==> src/rtl/cnt_pkg.sv <==
// Shared display-mode encodings for the LED counter blocks.
// Kept in a package so other prescaler users can decode the same modes.
package cnt_pkg;

    typedef enum logic [1:0] {
        MODE_TOGGLE = 2'b00,
        MODE_SHIFT  = 2'b01,
        MODE_BINARY = 2'b10,
        MODE_HOLD   = 2'b11
    } mode_e;

endpackage

==> src/rtl/multi_cnt_led_if.sv <==
// Control/status bundle of multi_cnt_led: enable and mode in, tick and LEDs out.
// master = controller side, slave = the LED block.
interface multi_cnt_led_if #(
    parameter int CH_NUM = 4
) ();
    import cnt_pkg::*;

    logic              en;
    mode_e             mode;
    logic              tick;
    logic [CH_NUM-1:0] led;

    modport master (output en, output mode, input tick, input led);
    modport slave  (input en, input mode, output tick, output led);

endinterface

==> src/rtl/cnt_tick.sv <==
// Free-running prescaler 0..CNT_VAL-1 with enable and synchronous clear.
// wrap is combinational (last count while enabled); tick is its registered copy.
module cnt_tick #(
    parameter int               CNT_W   = 25,
    parameter logic [CNT_W-1:0] CNT_VAL = 25'd25_000_000
) (
    input  logic clk,
    input  logic rst_n,
    input  logic en,
    input  logic clear,
    output logic wrap,
    output logic tick
);

    localparam logic [CNT_W-1:0] LAST = CNT_VAL - 1'b1;

    logic [CNT_W-1:0] cnt_q, cnt_d;
    logic             tick_q, tick_d;

    always_comb begin
        wrap   = en && (cnt_q == LAST);
        cnt_d  = cnt_q;
        tick_d = 1'b0;
        // clear wins over a wrap in the same cycle, so that wrap never ticks
        if (clear) begin
            cnt_d = '0;
        end else if (wrap) begin
            cnt_d  = '0;
            tick_d = 1'b1;
        end else if (en) begin
            cnt_d = cnt_q + 1'b1;
        end
    end

    always_ff @(posedge clk or negedge rst_n) begin
        if (!rst_n) begin
            cnt_q  <= '0;
            tick_q <= 1'b0;
        end else begin
            cnt_q  <= cnt_d;
            tick_q <= tick_d;
        end
    end

    assign tick = tick_q;

endmodule

==> src/rtl/multi_cnt_led.sv <==
// Multi-mode LED driver: toggle / one-hot shift / binary count / hold, stepped by a prescaler.
// LEDs update on the same edge that raises tick; a mode change restarts the period.
module multi_cnt_led
    import cnt_pkg::*;
#(
    parameter int               CNT_W   = 25,
    parameter logic [CNT_W-1:0] CNT_VAL = 25'd25_000_000,
    parameter int               CH_NUM  = 4
) (
    input  logic             clk,
    input  logic             rst_n,
    multi_cnt_led_if.slave   bus
);

    localparam logic [CH_NUM-1:0] ONE_HOT0 = {{(CH_NUM-1){1'b0}}, 1'b1};

    mode_e             mode_q, mode_d;
    logic              mode_chg;
    logic [CH_NUM-1:0] led_q, led_d;
    logic              wrap;
    logic              tick;

    cnt_tick #(
        .CNT_W   (CNT_W),
        .CNT_VAL (CNT_VAL)
    ) u_cnt (
        .clk   (clk),
        .rst_n (rst_n),
        .en    (bus.en),
        .clear (mode_chg),
        .wrap  (wrap),
        .tick  (tick)
    );

    always_comb begin
        mode_d   = bus.mode;
        mode_chg = (bus.mode != mode_q);
        led_d    = led_q;
        if (mode_chg) begin
            // load the start pattern of the incoming mode
            case (bus.mode)
                MODE_TOGGLE: led_d = '0;
                MODE_SHIFT:  led_d = ONE_HOT0;
                MODE_BINARY: led_d = '0;
                default:     led_d = led_q;
            endcase
        end else if (wrap) begin
            case (mode_q)
                MODE_TOGGLE: led_d = ~led_q;
                MODE_SHIFT:  led_d = {led_q[CH_NUM-2:0], led_q[CH_NUM-1]};
                MODE_BINARY: led_d = led_q + 1'b1;
                default:     led_d = led_q;
            endcase
        end
    end

    always_ff @(posedge clk or negedge rst_n) begin
        if (!rst_n) begin
            mode_q <= MODE_TOGGLE;
            led_q  <= '0;
        end else begin
            mode_q <= mode_d;
            led_q  <= led_d;
        end
    end

    assign bus.led  = led_q;
    assign bus.tick = tick;

endmodule

==> src/flat_wrapper.sv <==
// flat-port wrapper written by rule: the top's interface ports become plain ports
module multi_cnt_led_flat import cnt_pkg::*;
#(
    parameter int               CNT_W   = 25,
    parameter logic [CNT_W-1:0] CNT_VAL = 25'd25_000_000,
    parameter int               CH_NUM  = 4
)
  (clk, rst_n, bus_en, bus_mode, bus_tick, bus_led);
  multi_cnt_led_if #(.CH_NUM(CH_NUM)) bus_i ();
  input  logic clk;
  input  logic rst_n;
  input wire logic [$bits(bus_i.en)-1:0] bus_en;
  input wire logic [$bits(bus_i.mode)-1:0] bus_mode;
  output wire logic [$bits(bus_i.tick)-1:0] bus_tick;
  output wire logic [$bits(bus_i.led)-1:0] bus_led;
  assign bus_i.en = bus_en;
  assign bus_i.mode = bus_mode;
  assign bus_tick = bus_i.tick;
  assign bus_led = bus_i.led;
  multi_cnt_led #(.CNT_W(CNT_W), .CNT_VAL(CNT_VAL), .CH_NUM(CH_NUM)) u_core (.clk(clk), .rst_n(rst_n), .bus(bus_i));
endmodule
==> config.mk <==
export PLATFORM = sky130hd
export DESIGN_NAME = multi_cnt_led_flat
export DESIGN_NICKNAME = d
export VERILOG_FILES = /design/src/rtl/cnt_pkg.sv /design/src/rtl/multi_cnt_led_if.sv /design/src/rtl/cnt_tick.sv /design/src/rtl/multi_cnt_led.sv /design/src/flat_wrapper.sv
export SDC_FILE = /design/constraint.sdc
export NUM_CORES = 1
export LEC_CHECK = 0
export ABC_CLOCK_PERIOD_IN_PS = 2300
export CAP_MARGIN = 20
export CORE_UTILIZATION = 56
export CTS_BUF_LIST = sky130_fd_sc_hd__clkbuf_16
export DETAILED_ROUTE_END_ITERATION = 8
export DONT_BUFFER_PORTS = 1
export PLACE_DENSITY = 0.86
export SKIP_CTS_REPAIR_TIMING = 1
export SLEW_MARGIN = 5
export SYNTH_ARGS = -nofsm -noshare
export SYNTH_HDL_FRONTEND = slang
export SYNTH_SLANG_ARGS = --single-unit
export TNS_END_PERCENT = 10
==> constraint.sdc <==
create_clock -name clk -period 2.3 [get_ports clk]
set_clock_uncertainty 0.05 [all_clocks]
set_input_delay 0.345 -clock clk [delete_from_list [all_inputs] [get_ports clk]]
set_output_delay 0.345 -clock clk [all_outputs]
set_load 0.01 [all_outputs]
# [Word-level counts from Yosys, hierarchy flattened]
# Index checks and enable logic that the tools add are counted.
[word_totals] ff_bits=32 output_inout_bits=5
[op_classes] n_addsub=2 n_eq_ne=7 muxes=9 bitwise_logic=1 n_reduce_logical=8
[op_table] operator="2-to-1 mux 25 bit" n=3
[op_table] operator="adder 25 x 1 -> 25 bit, second input constant" n=1
[op_table] operator="equality test 25 bit, second input constant" n=1
[op_table] operator="one-hot mux 4 bit (3 select lines)" n=1
[op_table] operator="2-to-1 mux 4 bit" n=2
[op_table] operator="one-hot mux 4 bit (2 select lines)" n=1
[op_table] operator="adder 4 x 1 -> 4 bit, second input constant" n=1
[op_table] operator="equality test 2 x 1 -> 1 bit, second input constant" n=2
[op_table] operator="equality test 2 bit, second input constant" n=2
[op_table] operator="zero test 2 bit" n=2
[op_table] operator="inverter 4 bit" n=1
[op_table] operator="nonzero test 4 bit" n=1
[op_table] operator="inequality test 3 bit, second input constant" n=1
[op_table] operator="AND reduction 3 bit" n=1
[op_table] operator="nonzero test 3 bit" n=1
[op_table] operator="2-to-1 mux 1 bit" n=2
[op_table] operator="inequality test 2 bit" n=1
[op_table] operator="nonzero test 2 bit" n=1
[op_table] operator="OR reduction 2 bit" n=1
[op_table] operator="logical AND 1 bit" n=1

# [Depth between registers and ports, before layout]
[depth] word_depth=4 depth_mapped=8 ltp_nobuf=7

# [Cells and area by module]
# From an unflattened synthesis, not the netlist that was laid out.
[hier_totals] hier_cells=195 area_unflattened_um2=1850.5
[by_module_without_submodules] module="cnt_tick" n_inst=1 cells_per_inst=151 area_per_inst_um2=1422.6
[by_module_without_submodules] module="multi_cnt_led" n_inst=1 cells_per_inst=44 area_per_inst_um2=427.9

# [Least setup slack after synthesis]
# OpenSTA, ideal clock, no wires.
[synth_path] path_kind="register -> register" from="register u_core.u_cnt.cnt_q[4]" to="register u_core.u_cnt.cnt_q[24]" setup_time_ns=0.078 arrival_ns=2.051 t_required_ns=2.172 path_slack_ns=0.121 path_stages_with_launch=7 path_cell_list="dfrtp_1 nand4_2 or3_1 buf_2 or4_4 or3_1 a21oi_1"
[synth_via] elab_chain_len=4 elab_cells_between_ends=7 classes_between="add/sub: 1; eq/ne: 1; mux: 3; reduce/logical: 2"
[synth_rtl] element="from (decl)" line_no="cnt_tick.sv:17" source="logic [CNT_W-1:0] cnt_q, cnt_d;"
[synth_rtl] element="from (signal assigned)" line_no="cnt_tick.sv:40" source="cnt_q <= cnt_d;"
[synth_rtl] element="adder 25 x 1 -> 25 bit or equality test 25 bit (tied branches)" line_no="cnt_tick.sv:31, cnt_tick.sv:21"
[synth_rtl] element="2-to-1 mux 25 bit or logical AND 1 bit (tied branches)" line_no="cnt_tick.sv:30, cnt_tick.sv:21"
[synth_rtl] element="2-to-1 mux 25 bit" line_no="cnt_tick.sv:27" source="end else if (wrap) begin"
[synth_rtl] element="2-to-1 mux 25 bit" line_no="cnt_tick.sv:25" source="if (clear) begin"
# Parallel ways exist; a longest one is shown, timed or not. The select of a mux whose other input is x is not followed.
# A chain may end at the register's enable or synchronous reset.

# [Worst setup path in the final report]
[layout_path] from="register u_core.u_cnt.cnt_q[0]" to="register u_core.u_cnt.cnt_q[24]"
# Same word-level chain as after synthesis.

==> metrics.md <==
| Metric | Value |
|---|---|
| Status | finished clean |
| Unrepaired setup endpoints after global routing | no |
| WP data required | 2.45 ns |
| Power per cell area | 620 nW/µm² |
| # rows | 20 |
| CTS tree | built |
| Cells after synthesis | 203 |
| Yosys warning count | 0 |
| # diodes | 0 |
| Hold Path End | u_core.mode_q[1] |
| Element type at the critical path end | flip-flop |
| Congestion Overflow GR | 0 |
| Drt pass-1 iters | 4 |
| Leading area contributor after synthesis | dfrtp_1 |
| Vias in the first global route | 1469 |
| Synth Flop Type | dfrtp_1 |
| Synthesized area | 1830 µm² |
| Top cells by area, synth | dfrtp_1 44%, xor2_1 5.8%, xnor2_1 4.8%, nor2_1 4.7%, nand2_1 4.1% |
| Clock-pin slew on the worst setup and hold paths | 0.05 ns |
| Hold Path Origin | bus_mode[1] |
| Synth Area in XOR/XNOR | 10.6% |
| Top cells by count, synth | 32 x dfrtp_1, 23 x nor2_1, 20 x nand2_1, 13 x nand3_1, 12 x xor2_1 |
| IO Port Bufs | 0 |
| Main combinational cell family by area after synthesis | simple AND/OR/NAND/NOR gates |
| Cells on worst reg2reg path | 6 |
| Routed Antenna Nets | 0 |
| Layout net count | 224 |
| Adder-Cell Fraction of Synth Area | 3.43% |
| Data arrival time of the critical path | 2.35 ns |
| Final setup violation count | 0 |
| Crit path from | u_core.u_cnt.cnt_q[0] |
| FF-to-FF Start | u_core.u_cnt.cnt_q[0] |
| Hold Crit Depth | 0 |
| Post-Synth Simple-Gate Area | about 28% |
| Max transition margin | 67.6% |
| Worst Hold Class | in -> reg |
| Bufs on Longest Clock Path | 2 |
| Design Power | ~0.0013 W |
| Actual slew at the worst max-slew pin | 0.484 ns |
| Sequential share of the synthesized area | 43.9% |
| R2R Path End | u_core.u_cnt.cnt_q[24] |
| Synth top area share | 43.9% |
| FILL cells | 239 |
| Yosys reg bits | 32 |
| DP Worst Slack | 0.0759 ns |
| Crit-path max FO | 5 |
| Max Freq | 0.455 GHz |
| H-Tree Depth | 2 |
| Max cap viols | 0 |
| Pin count of the biggest net entering global routing | 33 |
| Max-slew violations | 0 |
| DRC viols | 0 |
| Asr flop ratio synth | 100% |
| Leakage power | about 0.86 nW |
| Area of the core | 3080 µm² |
| Die height | 59.1 µm |
| Reg2reg setup slack | 0.10 ns |
| Period utilization | 95.6% |
| DR WL/cell | 15.3 µm |
| Final Hold Fails | 0 |
| Die width | 59.1 µm |
| Sink Count | 32 |
| Initial Util | 59.3% |
| Syn_nets | between 200 and 250 |
| TritonCTS Buffers | 5 |
| Layout Cells excl Fill | 259 |
| Tmin final | 2.20 ns |
| IO Count | 10 |
| Count of flip-flops with a built-in enable after synthesis | 0 |
| Setup_tns | 0 ns |
| Worst Path Class, Setup | reg -> reg |
| Initial antenna violation count | 0 |
| Mux contribution to synthesized area | 0% |
| Clk_lat worst skew | 0.28 ns |
| DRT Wirelength | ~4000 µm |
| Total Routing Usage GR | 26.4% |
| Area post-placement | 1920 µm² |
| GPL Wtd Cong | 0.858 |
| Placed instance count | 249 |
| Worst setup margin | 0.101 ns |
| CTS root buf | clkbuf_16 |
| Worst vdd ir | 0.000534 V |
| Share of cells above drive strength 1 | 8.84% |
| Crit path launch type | flip-flop |
| Initial DRC count | 97 |
| Detailed placer's ending HPWL | 2550 µm |
| Synth Area per Inst | 8.99 µm² |
| Via-to-Cell Ratio | approximately 5.8 |
| Complex-gate fraction of the synthesized area | 11.3% |
| Area grow syn2layout | 14.9% |
| Top-count cell post-synth | dfrtp_1 |
| Vias | between 1k and 1.5k |
| Cell variety after synth | 38 |
| DIE AREA | 3490 µm² |
| First-pass GRT wire length | 6590 µm |
| Final Cell Area | 2100 µm² |
==> final cells by class <==
cell class	count	area [µm²]	share of cell area, %
Sequential cell	32	801	38.2
Tap cell	44	55.1	2.63
Timing Repair Buffer	10	90.1	4.30
Clock inverter	3	11.3	0.537
Inverter	8	30.0	1.43
Multi-Input combinational cell	157	985	47.0
Clock buffer	5	125	5.97
==> how the worst max path moves through the flow <==
stage / to / slack, ns / depth (start not counted)
finish: u_core.u_cnt.cnt_q[24] / 0.10 / 6
global route: u_core.u_cnt.cnt_q[24] / 0.04 / 6
CTS: u_core.u_cnt.cnt_q[24] / 0.07 / 6
detailed placement: u_core.u_cnt.cnt_q[24] / 0.08 / 6
global placement: u_core.u_cnt.cnt_q[24] / 0.19 / 6
floorplan: u_core.u_cnt.cnt_q[24] / 0.12 / 6
==> kinds of logic (layout without fill, tap and decap cells) <==
group,after synthesis,in the layout
simple gates,97,97
compound gates,33,33
flops,32,32
xor+xnor,22,22
buf+inv,14,26
fa+ha+maj,5,5
==> critical path, stage by stage, from the launching register on <==
cell     delay [ns]
dfrtp_1        0.40
ha_1           0.21
nand3_2        0.13
a31o_4         0.25
or4_4          0.57
or3_1          0.36
a21oi_1        0.15
==> report_power, final <==
| part | switching, W | total (W) | internal (W) |
|---|---|---|---|
| Combinational | 0.0000649 | 0.000102 | 0.0000367 |
| Sequential | 0.0000122 | 0.000583 | 0.000571 |
| Clock | 0.000228 | 0.000616 | 0.000388 |
| Total | 0.000305 | 0.00130 | 0.000996 |
==> registers in the layout, indices dropped and copies added, names as in the netlist <==
register,cells
u_core.u_cnt.cnt_q,25
u_core.mode_q,2
u_core.u_cnt.tick,1
u_core.bus.led,4
==> per-stage QoR <==
step                      hold WS (ns)  utilization, %
after detailed placement      0.000201            62.3
after global placement        0.000352            62.3
after global routing            0.0370            68.1
after floorplan              -0.000591               -
after CTS                       -0.294            66.7
final                           0.0431            68.1
==> layer usage <==
metal,track usage [%],share of wire [%],vias to the layer above
met5,0,0,-
met2,39.9,47,37
li1,-,-,743
met1,34.4,45,710
met4,13.3,1.9,0
met3,7.86,5.3,8
==> placed cells by master (no fill, tap or decap), types with 4 or more instances in the layout <==
master / count
a21oi_1: 11
and3_1: 4
buf_4: 8
clkbuf_16: 5
dfrtp_1: 32
ha_1: 5
inv_1: 10
nand2_1: 20
nand3_1: 12
nand4_1: 7
nor2_1: 23
nor3_1: 6
nor4_1: 4
o21ai_0: 8
or3_1: 5
xnor2_1: 10
xor2_1: 12
(Power assumes the default switching activity.)
